## config.mk

```make
export PLATFORM = sky130hd
export DESIGN_NAME = modulo_counter
export DESIGN_NICKNAME = d
export VERILOG_FILES = /design/src/rtl/modulo_counter.sv
export SDC_FILE = /design/constraint.sdc
export NUM_CORES = 1
export LEC_CHECK = 0
export BUFFER_PORTS_ARGS = -buffer_cell sky130_fd_sc_hd__buf_2
export CAP_MARGIN = 15
export CORE_AREA = 8 8 45 47
export DETAILED_ROUTE_END_ITERATION = 12
export DIE_AREA = 0 0 53 55
export PLACE_DENSITY = 0.46
export SKIP_CTS_REPAIR_TIMING = 1
export SLEW_MARGIN = 20
export SYNTH_ARGS = -nofsm -noshare
export SYNTH_HDL_FRONTEND = slang
export SYNTH_SLANG_ARGS = --single-unit
```

## constraint.sdc

```tcl
create_clock -name clk -period 4.05 [get_ports clk]
set_input_delay 0 -clock clk [delete_from_list [all_inputs] [get_ports clk]]
set_output_delay 0 -clock clk [all_outputs]
set_load 0.01 [all_outputs]
```

## src/rtl/modulo_counter.sv

```systemverilog
// Modulo-N sequencer counter with enable, clear, saturating load, terminal count and wrap pulse.
// Define PARAM_COUNTER_DOWN_EN to honour dir (up/down); otherwise the counter only counts up.
module modulo_counter #(
    parameter int UPPER_BOUND = 8,
    parameter int RESET_VALUE = 0,
    localparam int WIDTH = (UPPER_BOUND > 2) ? $clog2(UPPER_BOUND) : 1
) (
    input  logic             clk,
    input  logic             rst,
    input  logic             en,
    input  logic             clr,
    input  logic             load,
    input  logic [WIDTH-1:0] load_val,
    input  logic             dir,
    output logic [WIDTH-1:0] cnt,
    output logic             tc,
    output logic             wrap
);

    localparam logic [WIDTH-1:0] CNT_MAX = WIDTH'(UPPER_BOUND - 1);
    localparam logic [WIDTH-1:0] CNT_RST = WIDTH'(RESET_VALUE);

    logic [WIDTH-1:0] r_cnt;
    logic             r_wrap;
    logic [WIDTH-1:0] w_cnt_nxt;
    logic             w_wrap_nxt;
    logic [WIDTH-1:0] w_step_val;
    logic             w_step_wrap;
    logic             w_at_max;
    logic             w_tc_hit;

    assign w_at_max = (r_cnt == CNT_MAX);

`ifdef PARAM_COUNTER_DOWN_EN
    logic w_at_zero;
    assign w_at_zero = (r_cnt == '0);
    assign w_tc_hit  = dir ? w_at_zero : w_at_max;
`else
    logic w_unused_dir;
    assign w_unused_dir = dir;
    assign w_tc_hit     = w_at_max;
`endif

    // Single enabled step; explicit wrap keeps non-power-of-two N out of N..2^WIDTH-1.
    always_comb begin
        w_step_val  = r_cnt + WIDTH'(1);
        w_step_wrap = 1'b0;
        if (w_at_max) begin
            w_step_val  = '0;
            w_step_wrap = 1'b1;
        end
`ifdef PARAM_COUNTER_DOWN_EN
        if (dir) begin
            w_step_val  = r_cnt - WIDTH'(1);
            w_step_wrap = 1'b0;
            if (w_at_zero) begin
                w_step_val  = CNT_MAX;
                w_step_wrap = 1'b1;
            end
        end
`endif
    end

    always_comb begin
        w_cnt_nxt  = r_cnt;
        w_wrap_nxt = 1'b0;
        if (clr) begin
            w_cnt_nxt = CNT_RST;
        end else if (load) begin
            w_cnt_nxt = (load_val > CNT_MAX) ? CNT_MAX : load_val;
        end else if (en) begin
            w_cnt_nxt  = w_step_val;
            w_wrap_nxt = w_step_wrap;
        end
    end

    always_ff @(posedge clk) begin
        if (!rst) begin
            r_cnt  <= CNT_RST;
            r_wrap <= 1'b0;
        end else begin
            r_cnt  <= w_cnt_nxt;
            r_wrap <= w_wrap_nxt;
        end
    end

    assign cnt  = r_cnt;
    assign wrap = r_wrap;
    assign tc   = en & w_tc_hit;

endmodule

```

==> results of run 1 <==
-- per-stage QoR --
step / power (mW) / utilization, % / setup slack [ps] / cells
after detailed placement: 0.0569 / 22.5 / 2640 / 51
after CTS: 0.110 / 24.1 / 2630 / 54
after floorplan: 0.0498 / - / 2660 / 23
after global placement: 0.0568 / 22.5 / 2650 / 51
final: 0.110 / 24.1 / 2640 / 54
after global routing: 0.116 / 24.1 / 2570 / 54
-- routing by layer --
layer,GRT usage [%],part of all wire (%)
met1,4.70,44
met2,6.45,40
met3,4.28,13
met4,3.88,2.2
met5,0,0
-- registers in the layout, summed over array words and instances, names as in the netlist --
register  count
cnt           3
wrap          1
-- report_power, final --
part / total [mW] / switching [mW] / internal [mW]
logic: 0.0136 / 0.00650 / 0.00708
clock network: 0.0539 / 0.0205 / 0.0334
registers: 0.0422 / 0.00125 / 0.0410
total: 0.110 / 0.0282 / 0.0815
-- layout make-up --
cell class	instances	area (µm²)
clock buffers	3	22.5
well taps	16	20.0
fillers	163	1050
inverters	1	3.75
flip-flops and latches	4	80.1
multi-input cells	18	148
repair buffers	12	60.1
-- layout by cell type, fill, tap and decap left out --
| master | Yosys | routed |
|---|---|---|
| nand2_1 | 1 | 1 |
| inv_1 | 1 | 1 |
| nor3_1 | 1 | 1 |
| dfxtp_1 | 4 | 4 |
| ha_1 | 3 | 3 |
| a211oi_1 | 1 | 1 |
| clkbuf_4 | 0 | 3 |
| buf_2 | 0 | 12 |
| a311oi_2 | 1 | 1 |
| mux2i_1 | 1 | 1 |
| nor2b_1 | 3 | 3 |
| nand2b_1 | 3 | 3 |
| and2_1 | 1 | 1 |
| or3b_1 | 1 | 1 |
| nand3b_1 | 1 | 1 |
| a311oi_1 | 1 | 1 |
-- how the worst max path moves through the flow --
stage | end | slack (ps)
after global routing | cnt[0] | 2570
after CTS | cnt[0] | 2630
after floorplan | cnt[0] | 2660
final | cnt[0] | 2640
after global placement | cnt[0] | 2650
after detailed placement | cnt[0] | 2640
-- cell families after synthesis --
logic type                 share of synthesized area (%)
muxes                                               4.32
adders and majority gates                           16.2
DFF                                                 34.6
AOI/OAI and AO/OA                                   13.5
buffers and inverters                               1.62
and+or+nand+nor                                     29.7
-- critical path, stage by stage, from the launching register on --
cell and delay [ps]:
dfxtp_1 320, ha_1 220, ha_1 190, or3b_1 360
a311oi_2 230
==> report_table.html, run 1 <==
<table>
<tr><th>Metric</th><th>Value</th></tr>
<tr><th colspan="2">Clock network</th></tr>
<tr><td># clock sinks</td><td>4</td></tr>
<tr><td>Latest clock arrival within the worst-skew pair</td><td>240 ps</td></tr>
<tr><td>Post-CTS clock slew at the launch and capture registers of the worst setup and hold paths</td><td>50 ps</td></tr>
<tr><td>CTS tree</td><td>done</td></tr>
<tr><td>Master cell of the clock root buffer</td><td>clkbuf_4</td></tr>
<tr><td>Buffer depth of the longest clock path</td><td>2</td></tr>
<tr><td>Num CTS Buffers</td><td>3</td></tr>
<tr><td>Number of H-tree branching levels</td><td>1</td></tr>
<tr><th colspan="2">Routing</th></tr>
<tr><td>Post-route DRC violation count</td><td>0</td></tr>
<tr><td>Via count</td><td>215</td></tr>
<tr><td>DR WL/cell</td><td>10.9 µm</td></tr>
<tr><td>Total wire length after detailed routing</td><td>591 µm</td></tr>
<tr><td>First-pass iteration count of the detailed router</td><td>3</td></tr>
<tr><td>Drt via density</td><td>3.98</td></tr>
<tr><td>ANT nets after route</td><td>0</td></tr>
<tr><td>Iteration-0 DRC Markers</td><td>3</td></tr>
<tr><th colspan="2">Timing</th></tr>
<tr><td>Worst slew margin relative to its limit</td><td>86.5%</td></tr>
<tr><td>Final min period</td><td>1410 ps</td></tr>
<tr><td>Hold Vio Cnt, Final</td><td>1</td></tr>
<tr><td>Number of setup violations in the final report</td><td>0</td></tr>
<tr><td>FMAX</td><td>711 MHz</td></tr>
<tr><td>Period utilisation layout</td><td>34.7%</td></tr>
<tr><td>Count of pins over their slew limit</td><td>0</td></tr>
<tr><td>Unrepaired setup endpoints after global routing</td><td>no</td></tr>
<tr><td>Worst clock skew</td><td>7.67 ps</td></tr>
<tr><td>Post-route worst hold slack</td><td>-19.0 ps</td></tr>
<tr><td>Tightest Pin Transition</td><td>202 ps</td></tr>
<tr><td>Post-Route Setup TNS</td><td>0 ps</td></tr>
<tr><th colspan="2">Yosys</th></tr>
<tr><td>Cell with the most instances after synthesis</td><td>dfxtp_1</td></tr>
<tr><td>Leading post-synthesis cells by cell area</td><td>dfxtp_1 35%, ha_1 16%, nand2b_1 8.1%</td></tr>
<tr><td>Asr flop ratio synth</td><td>0%</td></tr>
<tr><td>Yosys top cell area share</td><td>34.6%</td></tr>
<tr><td>Number of nets in the synthesized netlist</td><td>35</td></tr>
<tr><td>Leading area contributor after synthesis</td><td>dfxtp_1</td></tr>
<tr><td>Cell Area, Synth</td><td>231 µm²</td></tr>
<tr><td>Synth warn</td><td>0</td></tr>
<tr><td>Post-synth EDFFs</td><td>0</td></tr>
<tr><td>Flops &amp; latches, synth</td><td>4</td></tr>
<tr><td>Top cells by instance count after synthesis</td><td>4 x dfxtp_1, 3 x ha_1, 3 x nand2b_1, 3 x nor2b_1</td></tr>
<tr><td>Unique cell type count in the Yosys netlist</td><td>14</td></tr>
<tr><td>Average footprint of a synthesized cell</td><td>10.1 µm²</td></tr>
<tr><td>Sequential element share of the synthesized area</td><td>34.6%</td></tr>
<tr><td>Number of standard cells after synthesis</td><td>23</td></tr>
<tr><td>Primary FF master, synth</td><td>dfxtp_1</td></tr>
<tr><th colspan="2">Layout</th></tr>
<tr><td>Total number of nets in the final design</td><td>52</td></tr>
<tr><td>Diode insertion count for antenna repair</td><td>0</td></tr>
<tr><td>Ratio of cells with drive above 1 in the final layout</td><td>42.1%</td></tr>
<tr><td>Area of all placed cells without fillers</td><td>334 µm²</td></tr>
<tr><td>Growth of design area from synthesis to finish</td><td>44.3%</td></tr>
<tr><th colspan="2">Setup path</th></tr>
<tr><td>Reg2Reg Depth</td><td>4</td></tr>
<tr><td>Kind of capture point of the worst setup path</td><td>register</td></tr>
<tr><td>Reg2reg start</td><td>cnt[0]</td></tr>
<tr><td>Category of the worst setup path launch point</td><td>register</td></tr>
<tr><td>Register-to-register setup slack</td><td>2640 ps</td></tr>
<tr><td>Launching instance or port of the critical path</td><td>cnt[0]</td></tr>
<tr><td>FF-to-FF End</td><td>cnt[0]</td></tr>
<tr><td>WP data required</td><td>4210 ps</td></tr>
<tr><td>Largest fanout on the critical path</td><td>4</td></tr>
<tr><td>Critical path start-end classification</td><td>register to register</td></tr>
<tr><td>Critical path data arrival time</td><td>1570 ps</td></tr>
<tr><th colspan="2">Status</th></tr>
<tr><td>Violations in the final reports</td><td>hold timing</td></tr>
<tr><td>Status</td><td>finished with violations</td></tr>
<tr><th colspan="2">Global route</th></tr>
<tr><td>Pin count of the biggest net entering global routing</td><td>8</td></tr>
<tr><td>Residual overflow from global routing</td><td>0</td></tr>
<tr><td>Antenna violations before repair</td><td>0</td></tr>
<tr><td>Global routing usage summed across all routing layers</td><td>4.86%</td></tr>
<tr><td>Global-route wire length before repair</td><td>966 µm</td></tr>
<tr><td>Vias in the first global route</td><td>231</td></tr>
<tr><th colspan="2">Place</th></tr>
<tr><td>Placed wire-length estimate</td><td>489 µm</td></tr>
<tr><td>Post-DP Area</td><td>312 µm²</td></tr>
<tr><td>Last weighted congestion value of the routability-driven placer</td><td>0.728</td></tr>
<tr><td>Port Buf Inserts</td><td>12</td></tr>
<tr><th colspan="2">Worst hold path</th></tr>
<tr><td>Hold Crit Start</td><td>load</td></tr>
<tr><td>Worst Hold Path Cells</td><td>2</td></tr>
<tr><td>Hold crit path type</td><td>primary input to register</td></tr>
<tr><td>Terminating pin of the worst hold path</td><td>wrap</td></tr>
<tr><th colspan="2">Flow run</th></tr>
<tr><td>Max-cap violations</td><td>0</td></tr>
<tr><th colspan="2">Floorplanning</th></tr>
<tr><td>Core outline area</td><td>1380 µm²</td></tr>
<tr><td>Die footprint</td><td>2920 µm²</td></tr>
<tr><td>Y dimension of the die</td><td>55 µm</td></tr>
<tr><td>Number of I/O pins</td><td>14</td></tr>
<tr><td>Num rows</td><td>14</td></tr>
<tr><td>Horizontal die dimension</td><td>53 µm</td></tr>
<tr><td>Starting Density</td><td>16.7%</td></tr>
<tr><th colspan="2">Power and ir drop</th></tr>
<tr><td>Static leakage power</td><td>0.168 nW</td></tr>
<tr><td>PD cells</td><td>328 nW/µm²</td></tr>
<tr><td>Worst supply voltage drop on vdd</td><td>75.3 µV</td></tr>
</table>
Note: power is estimated with default switching activity, not from simulation.
==> run 2, diff against run 1 <==
--- a/config.mk
+++ b/config.mk
@@ -10,7 +10,7 @@
 export CORE_AREA = 8 8 45 47
 export DETAILED_ROUTE_END_ITERATION = 12
 export DIE_AREA = 0 0 53 55
-export PLACE_DENSITY = 0.46
+export PLACE_DENSITY = 0.47
 export SKIP_CTS_REPAIR_TIMING = 1
 export SLEW_MARGIN = 20
 export SYNTH_ARGS = -nofsm -noshare
==> constraint.sdc (replaced) <==
create_clock -name clk -period 1.2 [get_ports clk]
set_input_delay 0 -clock clk [delete_from_list [all_inputs] [get_ports clk]]
set_output_delay 0 -clock clk [all_outputs]
set_load 0.01 [all_outputs]
==> run 2 against run 1 <==
The flow finishes with violations (setup timing). Count of clock-buffer cells in the layout unchanged. Sequential share of layout area down 3.1 points. Cell area up 19%. Register-to-register slack worse by 2700 ps. Hold slack better by 67 ps. Fmax up 8.7%. Die area unchanged. Non-clock buffer count up 4. Sequential power rose to 3.4 times the previous value. Largest power group unchanged. Highest routed layer is now met3.
==> report_table.html, run 2 (synthesized netlist as in run 1, its figures left out) <==
<table>
<tr><th>Metric</th><th>Value</th></tr>
<tr><th colspan="2">Status</th></tr>
<tr><td>Status</td><td>finished with violations (unchanged)</td></tr>
<tr><td>Violations in the final reports</td><td>setup timing (was hold timing)</td></tr>
<tr><th colspan="2">Floorplanning</th></tr>
<tr><td>Number of I/O pins</td><td>14 (unchanged)</td></tr>
<tr><td>Num rows</td><td>14 (unchanged)</td></tr>
<tr><td>Core outline area</td><td>1380 µm² (unchanged)</td></tr>
<tr><td>Y dimension of the die</td><td>55 µm (unchanged)</td></tr>
<tr><td>Starting Density</td><td>16.7% (unchanged)</td></tr>
<tr><td>Die footprint</td><td>2920 µm² (unchanged)</td></tr>
<tr><td>Horizontal die dimension</td><td>53 µm (unchanged)</td></tr>
<tr><th colspan="2">Place</th></tr>
<tr><td>Post-place setup slack</td><td>-93.7 ps (was 2640 ps)</td></tr>
<tr><td>Last weighted congestion value of the routability-driven placer</td><td>0.679 (was 0.728)</td></tr>
<tr><td>Placed wire-length estimate</td><td>530 µm (was 489 µm)</td></tr>
<tr><td>Port Buf Inserts</td><td>12 (unchanged)</td></tr>
<tr><td>Post-DP Area</td><td>362 µm² (was 312 µm²)</td></tr>
<tr><td>Placed cell count</td><td>54 (was 51)</td></tr>
<tr><th colspan="2">Routing</th></tr>
<tr><td>First-pass iteration count of the detailed router</td><td>2 (was 3)</td></tr>
<tr><td>Drt via density</td><td>3.98 (about the same)</td></tr>
<tr><td>Via count</td><td>231 (was 215)</td></tr>
<tr><td>Post-route DRC violation count</td><td>0 (unchanged)</td></tr>
<tr><td>Met2 Routed Length</td><td>311 µm (was 237 µm)</td></tr>
<tr><td>Iteration-0 DRC Markers</td><td>5 (was 3)</td></tr>
<tr><td>Highest routed layer</td><td>met3 (was met4)</td></tr>
<tr><td>Met1 routed wirelength after detailed routing</td><td>237 µm (was 261 µm)</td></tr>
<tr><td>Detailed route wirelength on metal3</td><td>77 µm (was 79 µm)</td></tr>
<tr><td>DR WL/cell</td><td>10.8 µm (was 10.9 µm)</td></tr>
<tr><td>Total wire length after detailed routing</td><td>626 µm (was 591 µm)</td></tr>
<tr><td>ANT nets after route</td><td>0 (unchanged)</td></tr>
<tr><th colspan="2">Clock network</th></tr>
<tr><td>Buffer depth of the longest clock path</td><td>2 (unchanged)</td></tr>
<tr><td>Master cell of the clock root buffer</td><td>clkbuf_4 (unchanged)</td></tr>
<tr><td>Number of H-tree branching levels</td><td>1 (unchanged)</td></tr>
<tr><td>Post-CTS clock slew at the launch and capture registers of the worst setup and hold paths</td><td>40 ps (was 50 ps)</td></tr>
<tr><td>Latest clock arrival within the worst-skew pair</td><td>240 ps (about the same)</td></tr>
<tr><td>Num CTS Buffers</td><td>3 (unchanged)</td></tr>
<tr><td># clock sinks</td><td>4 (unchanged)</td></tr>
<tr><td>CTS tree</td><td>done (unchanged)</td></tr>
<tr><th colspan="2">Layout</th></tr>
<tr><td>Count of placed standard cells in the final layout, fillers left out</td><td>58 (was 54)</td></tr>
<tr><td>Growth of design area from synthesis to finish</td><td>71.4% (was 44.3%)</td></tr>
<tr><td>Most frequent standard cell in the layout excluding fill and tap cells</td><td>buf_2 (unchanged)</td></tr>
<tr><td>Final core occ</td><td>28.7% (was 24.1%)</td></tr>
<tr><td>Ratio of cells with drive above 1 in the final layout</td><td>57.1% (was 42.1%)</td></tr>
<tr><td>Flip-flop count of the largest register after layout</td><td>3 (unchanged)</td></tr>
<tr><td>Diode insertion count for antenna repair</td><td>0 (unchanged)</td></tr>
<tr><td>Area of all placed cells without fillers</td><td>397 µm² (was 334 µm²)</td></tr>
<tr><td>Commonest non-fill, non-tap cells in the layout</td><td>12 x buf_2, 3 x nand2b_1, 3 x nor2b_1, 3 x clkbuf_4, 3 x buf_4 (was 12 x buf_2, 4 x dfxtp_1)</td></tr>
<tr><td>Total number of nets in the final design</td><td>56 (was 52)</td></tr>
<tr><th colspan="2">Worst hold path</th></tr>
<tr><td>Hold Crit Start</td><td>en (was load)</td></tr>
<tr><td>Hold crit path type</td><td>primary input to register (unchanged)</td></tr>
<tr><td>Terminating pin of the worst hold path</td><td>wrap (unchanged)</td></tr>
<tr><td>Worst Hold Path Cells</td><td>3 (was 2)</td></tr>
<tr><th colspan="2">Timing</th></tr>
<tr><td>Worst slew margin relative to its limit</td><td>86.6% (was 86.5%)</td></tr>
<tr><td>FMAX</td><td>772 MHz (was 711 MHz)</td></tr>
<tr><td>Period utilisation layout</td><td>108% (was 34.7%)</td></tr>
<tr><td>Count of pins over their slew limit</td><td>0 (unchanged)</td></tr>
<tr><td>Hold Vio Cnt, Final</td><td>0 (was 1)</td></tr>
<tr><td>Unrepaired setup endpoints after global routing</td><td>yes (was no)</td></tr>
<tr><td>Setup slack of the critical path after layout</td><td>-95.0 ps (was 2640 ps)</td></tr>
<tr><td>Tightest Pin Transition</td><td>199 ps (was 202 ps)</td></tr>
<tr><td>Worst clock skew</td><td>1.76 ps (was 7.67 ps)</td></tr>
<tr><td>Post-route worst hold slack</td><td>47.8 ps (was -19.0 ps)</td></tr>
<tr><td>Number of setup violations in the final report</td><td>1 (was 0)</td></tr>
<tr><td>Final min period</td><td>1300 ps (was 1410 ps)</td></tr>
<tr><th colspan="2">Setup path</th></tr>
<tr><td>Launching instance or port of the critical path</td><td>cnt[1] (was cnt[0])</td></tr>
<tr><td>Kind of capture point of the worst setup path</td><td>register (unchanged)</td></tr>
<tr><td>Category of the worst setup path launch point</td><td>register (unchanged)</td></tr>
<tr><td>Critical path data arrival time</td><td>1440 ps (was 1570 ps)</td></tr>
<tr><td>FF-to-FF End</td><td>cnt[0] (unchanged)</td></tr>
<tr><td>Critical path start-end classification</td><td>register to register (unchanged)</td></tr>
<tr><td>Largest fanout on the critical path</td><td>2 (was 4)</td></tr>
<tr><td>WP data required</td><td>1350 ps (was 4210 ps)</td></tr>
<tr><td>Register-to-register setup slack</td><td>-100 ps (was 2640 ps)</td></tr>
<tr><td>Reg2Reg Depth</td><td>4 (unchanged)</td></tr>
<tr><td>Reg2reg start</td><td>cnt[1] (was cnt[0])</td></tr>
<tr><th colspan="2">Power and ir drop</th></tr>
<tr><td>Worst supply voltage drop on vdd</td><td>569 µV (was 75.3 µV)</td></tr>
<tr><td>PD cells</td><td>941 nW/µm² (was 328 nW/µm²)</td></tr>
<tr><td>Static leakage power</td><td>0.185 nW (was 0.168 nW)</td></tr>
<tr><th colspan="2">Flow run</th></tr>
<tr><td>Max-cap violations</td><td>0 (unchanged)</td></tr>
<tr><th colspan="2">Global route</th></tr>
<tr><td>Antenna violations before repair</td><td>0 (unchanged)</td></tr>
<tr><td>Pin count of the biggest net entering global routing</td><td>8 (unchanged)</td></tr>
<tr><td>Global-route wire length before repair</td><td>979 µm (was 966 µm)</td></tr>
<tr><td>Residual overflow from global routing</td><td>0 (unchanged)</td></tr>
<tr><td>Vias in the first global route</td><td>245 (was 231)</td></tr>
<tr><td>Global routing usage summed across all routing layers</td><td>4.86% (about the same)</td></tr>
</table>
run 2: cell types whose count changed in the layout (fill, tap and decap cells not counted):
cell | previous run | this run
buf_4 | 0 | 3
dfxtp_1 | 4 | 2
dfxtp_2 | 0 | 2
ha_1 | 3 | 1
ha_4 | 0 | 2
dlygate4sd3_1 | 0 | 1
or3b_1 | 1 | 0
or3b_4 | 0 | 1
run 2: report_power, final:
group,total [mW],leakage [nW],switching [mW],internal [mW]
Sequential,0.145,0.0335,0.00514,0.139
Combinational,0.0602,0.137,0.0250,0.0352
Clock,0.168,0.0138,0.0565,0.112
run 2: layout make-up:
| type | count | area [µm²] |
|---|---|---|
| inverters | 1 | 3.75 |
| well taps | 16 | 20.0 |
| clock buffers | 3 | 22.5 |
| repair buffers | 16 | 92.6 |
| flip-flops and latches | 4 | 82.6 |
| fillers | 148 | 987 |
| multi-input cells | 18 | 175 |
run 2: worst max path at each step:
stage	endpoint	slack (ps)	depth (start not counted)
floorplan	cnt[0]	-90	4
global placement	cnt[0]	-80	4
detailed placement	cnt[0]	-90	4
CTS	cnt[0]	-100	4
global route	cnt[0]	-130	4
finish	cnt[0]	-100	4
run 2: worst max-delay path, cell delays in order, from the launching register on:
cell,delay (ps)
dfxtp_2,320
ha_4,170
ha_4,150
or3b_4,380
a311oi_2,180
run 2: layer usage:
metal	track usage, %	up-vias
met5	0	-
li1	-	122
met4	2.59	0
met1	4.55	100
met3	4.81	0
met2	6.84	9
run 2: metrics by stage:
step                      TNS, ps  power (mW)
final                       -95.0       0.373
after global routing         -175       0.401
after CTS                    -101       0.376
after detailed placement    -93.7       0.204
after global placement      -83.1       0.204
after floorplan             -88.4       0.172
==> run 3, diff against run 2 <==
--- a/config.mk
+++ b/config.mk
@@ -7,10 +7,12 @@
 export LEC_CHECK = 0
 export BUFFER_PORTS_ARGS = -buffer_cell sky130_fd_sc_hd__buf_2
 export CAP_MARGIN = 15
+export CELL_PAD_IN_SITES_DETAIL_PLACEMENT = 1
+export CELL_PAD_IN_SITES_GLOBAL_PLACEMENT = 2
 export CORE_AREA = 8 8 45 47
 export DETAILED_ROUTE_END_ITERATION = 12
 export DIE_AREA = 0 0 53 55
-export PLACE_DENSITY = 0.47
+export PLACE_DENSITY = 0.7
 export SKIP_CTS_REPAIR_TIMING = 1
 export SLEW_MARGIN = 20
 export SYNTH_ARGS = -nofsm -noshare
==> run 3 against run 2 <==
The flow still finishes with violations (setup timing). Flip-flop and latch count did not move. Largest power group unchanged. Count of clock-buffer cells in the layout did not move. Register-to-register slack got worse by 50 ps. Cell count fell by 1.7%.
==> report_table.html, run 3 (synthesized netlist as in run 1, its figures left out) <==
<table>
<tr><th>Metric</th><th>Value</th></tr>
<tr><th colspan="2">Place</th></tr>
<tr><td>Placed wire-length estimate</td><td>623 µm (was 530 µm)</td></tr>
<tr><td>Last weighted congestion value of the routability-driven placer</td><td>0.693 (was 0.679)</td></tr>
<tr><td>Placed cell count</td><td>53 (was 54)</td></tr>
<tr><td>Post-place setup slack</td><td>-157 ps (was -93.7 ps)</td></tr>
<tr><td>Port Buf Inserts</td><td>12 (unchanged)</td></tr>
<tr><th colspan="2">Setup path</th></tr>
<tr><td>Category of the worst setup path launch point</td><td>register (unchanged)</td></tr>
<tr><td>Launching instance or port of the critical path</td><td>cnt[0] (was cnt[1])</td></tr>
<tr><td>Critical path data arrival time</td><td>1500 ps (was 1440 ps)</td></tr>
<tr><td>FF-to-FF End</td><td>cnt[0] (unchanged)</td></tr>
<tr><td>Reg2Reg Depth</td><td>4 (unchanged)</td></tr>
<tr><td>Register-to-register setup slack</td><td>-150 ps (was -100 ps)</td></tr>
<tr><td>Critical path start-end classification</td><td>register to register (unchanged)</td></tr>
<tr><td>Kind of capture point of the worst setup path</td><td>register (unchanged)</td></tr>
<tr><td>Largest fanout on the critical path</td><td>4 (was 2)</td></tr>
<tr><td>CP Capture Point</td><td>cnt[0] (unchanged)</td></tr>
<tr><td>WP data required</td><td>1350 ps (about the same)</td></tr>
<tr><td>Reg2reg start</td><td>cnt[0] (was cnt[1])</td></tr>
<tr><th colspan="2">Global route</th></tr>
<tr><td>Residual overflow from global routing</td><td>0 (unchanged)</td></tr>
<tr><td>Global-route wire length before repair</td><td>1170 µm (was 979 µm)</td></tr>
<tr><td>Global routing usage summed across all routing layers</td><td>5.68% (was 4.86%)</td></tr>
<tr><td>Antenna violations before repair</td><td>0 (unchanged)</td></tr>
<tr><td>Pin count of the biggest net entering global routing</td><td>8 (unchanged)</td></tr>
<tr><td>Vias in the first global route</td><td>283 (was 245)</td></tr>
<tr><th colspan="2">Timing</th></tr>
<tr><td>Period utilisation layout</td><td>112% (was 108%)</td></tr>
<tr><td>Setup slack of the critical path after layout</td><td>-149 ps (was -95.0 ps)</td></tr>
<tr><td>Final min period</td><td>1350 ps (was 1300 ps)</td></tr>
<tr><td>Unrepaired setup endpoints after global routing</td><td>yes (unchanged)</td></tr>
<tr><td>Worst slew margin relative to its limit</td><td>86.0% (was 86.6%)</td></tr>
<tr><td>Tightest Pin Transition</td><td>209 ps (was 199 ps)</td></tr>
<tr><td>Worst clock skew</td><td>2.91 ps (was 1.76 ps)</td></tr>
<tr><td>Hold Vio Cnt, Final</td><td>0 (unchanged)</td></tr>
<tr><td>Number of setup violations in the final report</td><td>1 (unchanged)</td></tr>
<tr><td>Post-route worst hold slack</td><td>50.5 ps (was 47.8 ps)</td></tr>
<tr><td>Post-Route Setup TNS</td><td>-149 ps (was -95.0 ps)</td></tr>
<tr><td>Count of pins over their slew limit</td><td>0 (unchanged)</td></tr>
<tr><td>FMAX</td><td>742 MHz (was 772 MHz)</td></tr>
<tr><th colspan="2">Layout</th></tr>
<tr><td>Area of the multi-input gates</td><td>181 µm² (was 175 µm²)</td></tr>
<tr><td>Count of placed standard cells in the final layout, fillers left out</td><td>57 (was 58)</td></tr>
<tr><td>Commonest non-fill, non-tap cells in the layout</td><td>12 x buf_2, 3 x nand2b_1, 3 x nor2b_1, 3 x clkbuf_4 (was 12 x buf_2, 3 x nand2b_1, 3 x nor2b_1, 3 x clkbuf_4, 3 x buf_4)</td></tr>
<tr><td>Fill cell total of the finished layout</td><td>169 (was 148)</td></tr>
<tr><td>Total number of nets in the final design</td><td>55 (was 56)</td></tr>
<tr><td>Growth of design area from synthesis to finish</td><td>70.8% (was 71.4%)</td></tr>
<tr><td>Register Area</td><td>82.6 µm² (unchanged)</td></tr>
<tr><td>Final core occ</td><td>28.6% (was 28.7%)</td></tr>
<tr><td>Diode insertion count for antenna repair</td><td>0 (unchanged)</td></tr>
<tr><td>Flip-flop count of the largest register after layout</td><td>3 (unchanged)</td></tr>
<tr><td>Ratio of cells with drive above 1 in the final layout</td><td>58.5% (was 57.1%)</td></tr>
<tr><td>Most frequent standard cell in the layout excluding fill and tap cells</td><td>buf_2 (unchanged)</td></tr>
<tr><th colspan="2">Clock network</th></tr>
<tr><td>Master cell of the clock root buffer</td><td>clkbuf_4 (unchanged)</td></tr>
<tr><td># clock sinks</td><td>4 (unchanged)</td></tr>
<tr><td>Post-CTS clock slew at the launch and capture registers of the worst setup and hold paths</td><td>40 ps (about the same)</td></tr>
<tr><td>Buffer depth of the longest clock path</td><td>2 (unchanged)</td></tr>
<tr><td>Latest clock arrival within the worst-skew pair</td><td>250 ps (was 240 ps)</td></tr>
<tr><td>Number of H-tree branching levels</td><td>1 (unchanged)</td></tr>
<tr><td>CTS tree</td><td>done (unchanged)</td></tr>
<tr><td>Num CTS Buffers</td><td>3 (unchanged)</td></tr>
<tr><th colspan="2">Routing</th></tr>
<tr><td>First-pass iteration count of the detailed router</td><td>1 (was 2)</td></tr>
<tr><td>Iteration-0 DRC Markers</td><td>0 (was 5)</td></tr>
<tr><td>ANT nets after route</td><td>0 (unchanged)</td></tr>
<tr><td>Drt via density</td><td>4.18 (was 3.98)</td></tr>
<tr><td>Post-route DRC violation count</td><td>0 (unchanged)</td></tr>
<tr><td>Total wire length after detailed routing</td><td>729 µm (was 626 µm)</td></tr>
<tr><td>Via count</td><td>238 (was 231)</td></tr>
<tr><td>DR WL/cell</td><td>12.8 µm (was 10.8 µm)</td></tr>
<tr><th colspan="2">Flow run</th></tr>
<tr><td>Max-cap violations</td><td>0 (unchanged)</td></tr>
<tr><th colspan="2">Floorplanning</th></tr>
<tr><td>Num rows</td><td>14 (unchanged)</td></tr>
<tr><td>Horizontal die dimension</td><td>53 µm (unchanged)</td></tr>
<tr><td>Starting Density</td><td>16.7% (unchanged)</td></tr>
<tr><td>Number of I/O pins</td><td>14 (unchanged)</td></tr>
<tr><td>Y dimension of the die</td><td>55 µm (unchanged)</td></tr>
<tr><td>Core outline area</td><td>1380 µm² (unchanged)</td></tr>
<tr><td>Die footprint</td><td>2920 µm² (unchanged)</td></tr>
<tr><th colspan="2">Status</th></tr>
<tr><td>Status</td><td>finished with violations (unchanged)</td></tr>
<tr><td>Violations in the final reports</td><td>setup timing (unchanged)</td></tr>
<tr><th colspan="2">Worst hold path</th></tr>
<tr><td>Hold crit path type</td><td>primary input to register (unchanged)</td></tr>
<tr><td>Worst Hold Path Cells</td><td>3 (unchanged)</td></tr>
<tr><th colspan="2">Power and ir drop</th></tr>
<tr><td>Worst supply voltage drop on vdd</td><td>245 µV (was 569 µV)</td></tr>
<tr><td>PD cells</td><td>987 nW/µm² (was 941 nW/µm²)</td></tr>
<tr><td>Static leakage power</td><td>0.180 nW (was 0.185 nW)</td></tr>
</table>
==> run 3: cell count changes in the layout (fill, tap and decap cells not counted), sizes merged <==
cell,change
buf,-1
==> run 3: final cells by class <==
cell class	count	area share, %
Inverter	1	0.949
Clock buffer	3	5.70
Sequential cell	4	20.9
Timing Repair Buffer	15	21.5
Multi-Input combinational cell	18	45.9
Tap cell	16	5.06
==> run 3: worst min path at each step <==
| stage | end | startpoint | slack (ps) |
|---|---|---|---|
| floorplan | wrap | load | 80 |
| global placement | wrap | load | 230 |
| detailed placement | wrap | load | 230 |
| CTS | wrap | load | -20 |
| global route | cnt[2] | load_val[2] | 60 |
| finish | cnt[2] | load_val[2] | 50 |
==> run 3: per-layer routing <==
metal,wire (µm),track usage [%],part of all wire [%],vias to the layer above
li1,-,-,-,119
met4,14,5.17,1.9,0
met3,31,1.60,4.3,2
met2,434,10.2,60,6
met5,0,0,0,-
met1,249,5.17,34,111
==> run 3: power by group <==
| group | total, mW | leakage, nW | internal, mW | switching (mW) |
|---|---|---|---|---|
| Clock | 0.184 | 0.0138 | 0.113 | 0.0708 |
| Combinational | 0.0608 | 0.133 | 0.0342 | 0.0266 |
| Sequential | 0.146 | 0.0335 | 0.139 | 0.00648 |
| Total | 0.390 | 0.180 | 0.286 | 0.104 |
==> run 3: worst max-delay path: stages, from the launching register on <==
cell      delay [ps]
dfxtp_2          340
ha_4             170
ha_4             150
or3b_4           390
a311oi_2         210
==> run 3: through the flow <==
step / total power [mW] / cell area, µm²
finish: 0.390 / 395
floorplan: 0.172 / 259
detailed placement: 0.203 / 354
global route: 0.411 / 395
global placement: 0.201 / 354
CTS: 0.384 / 377
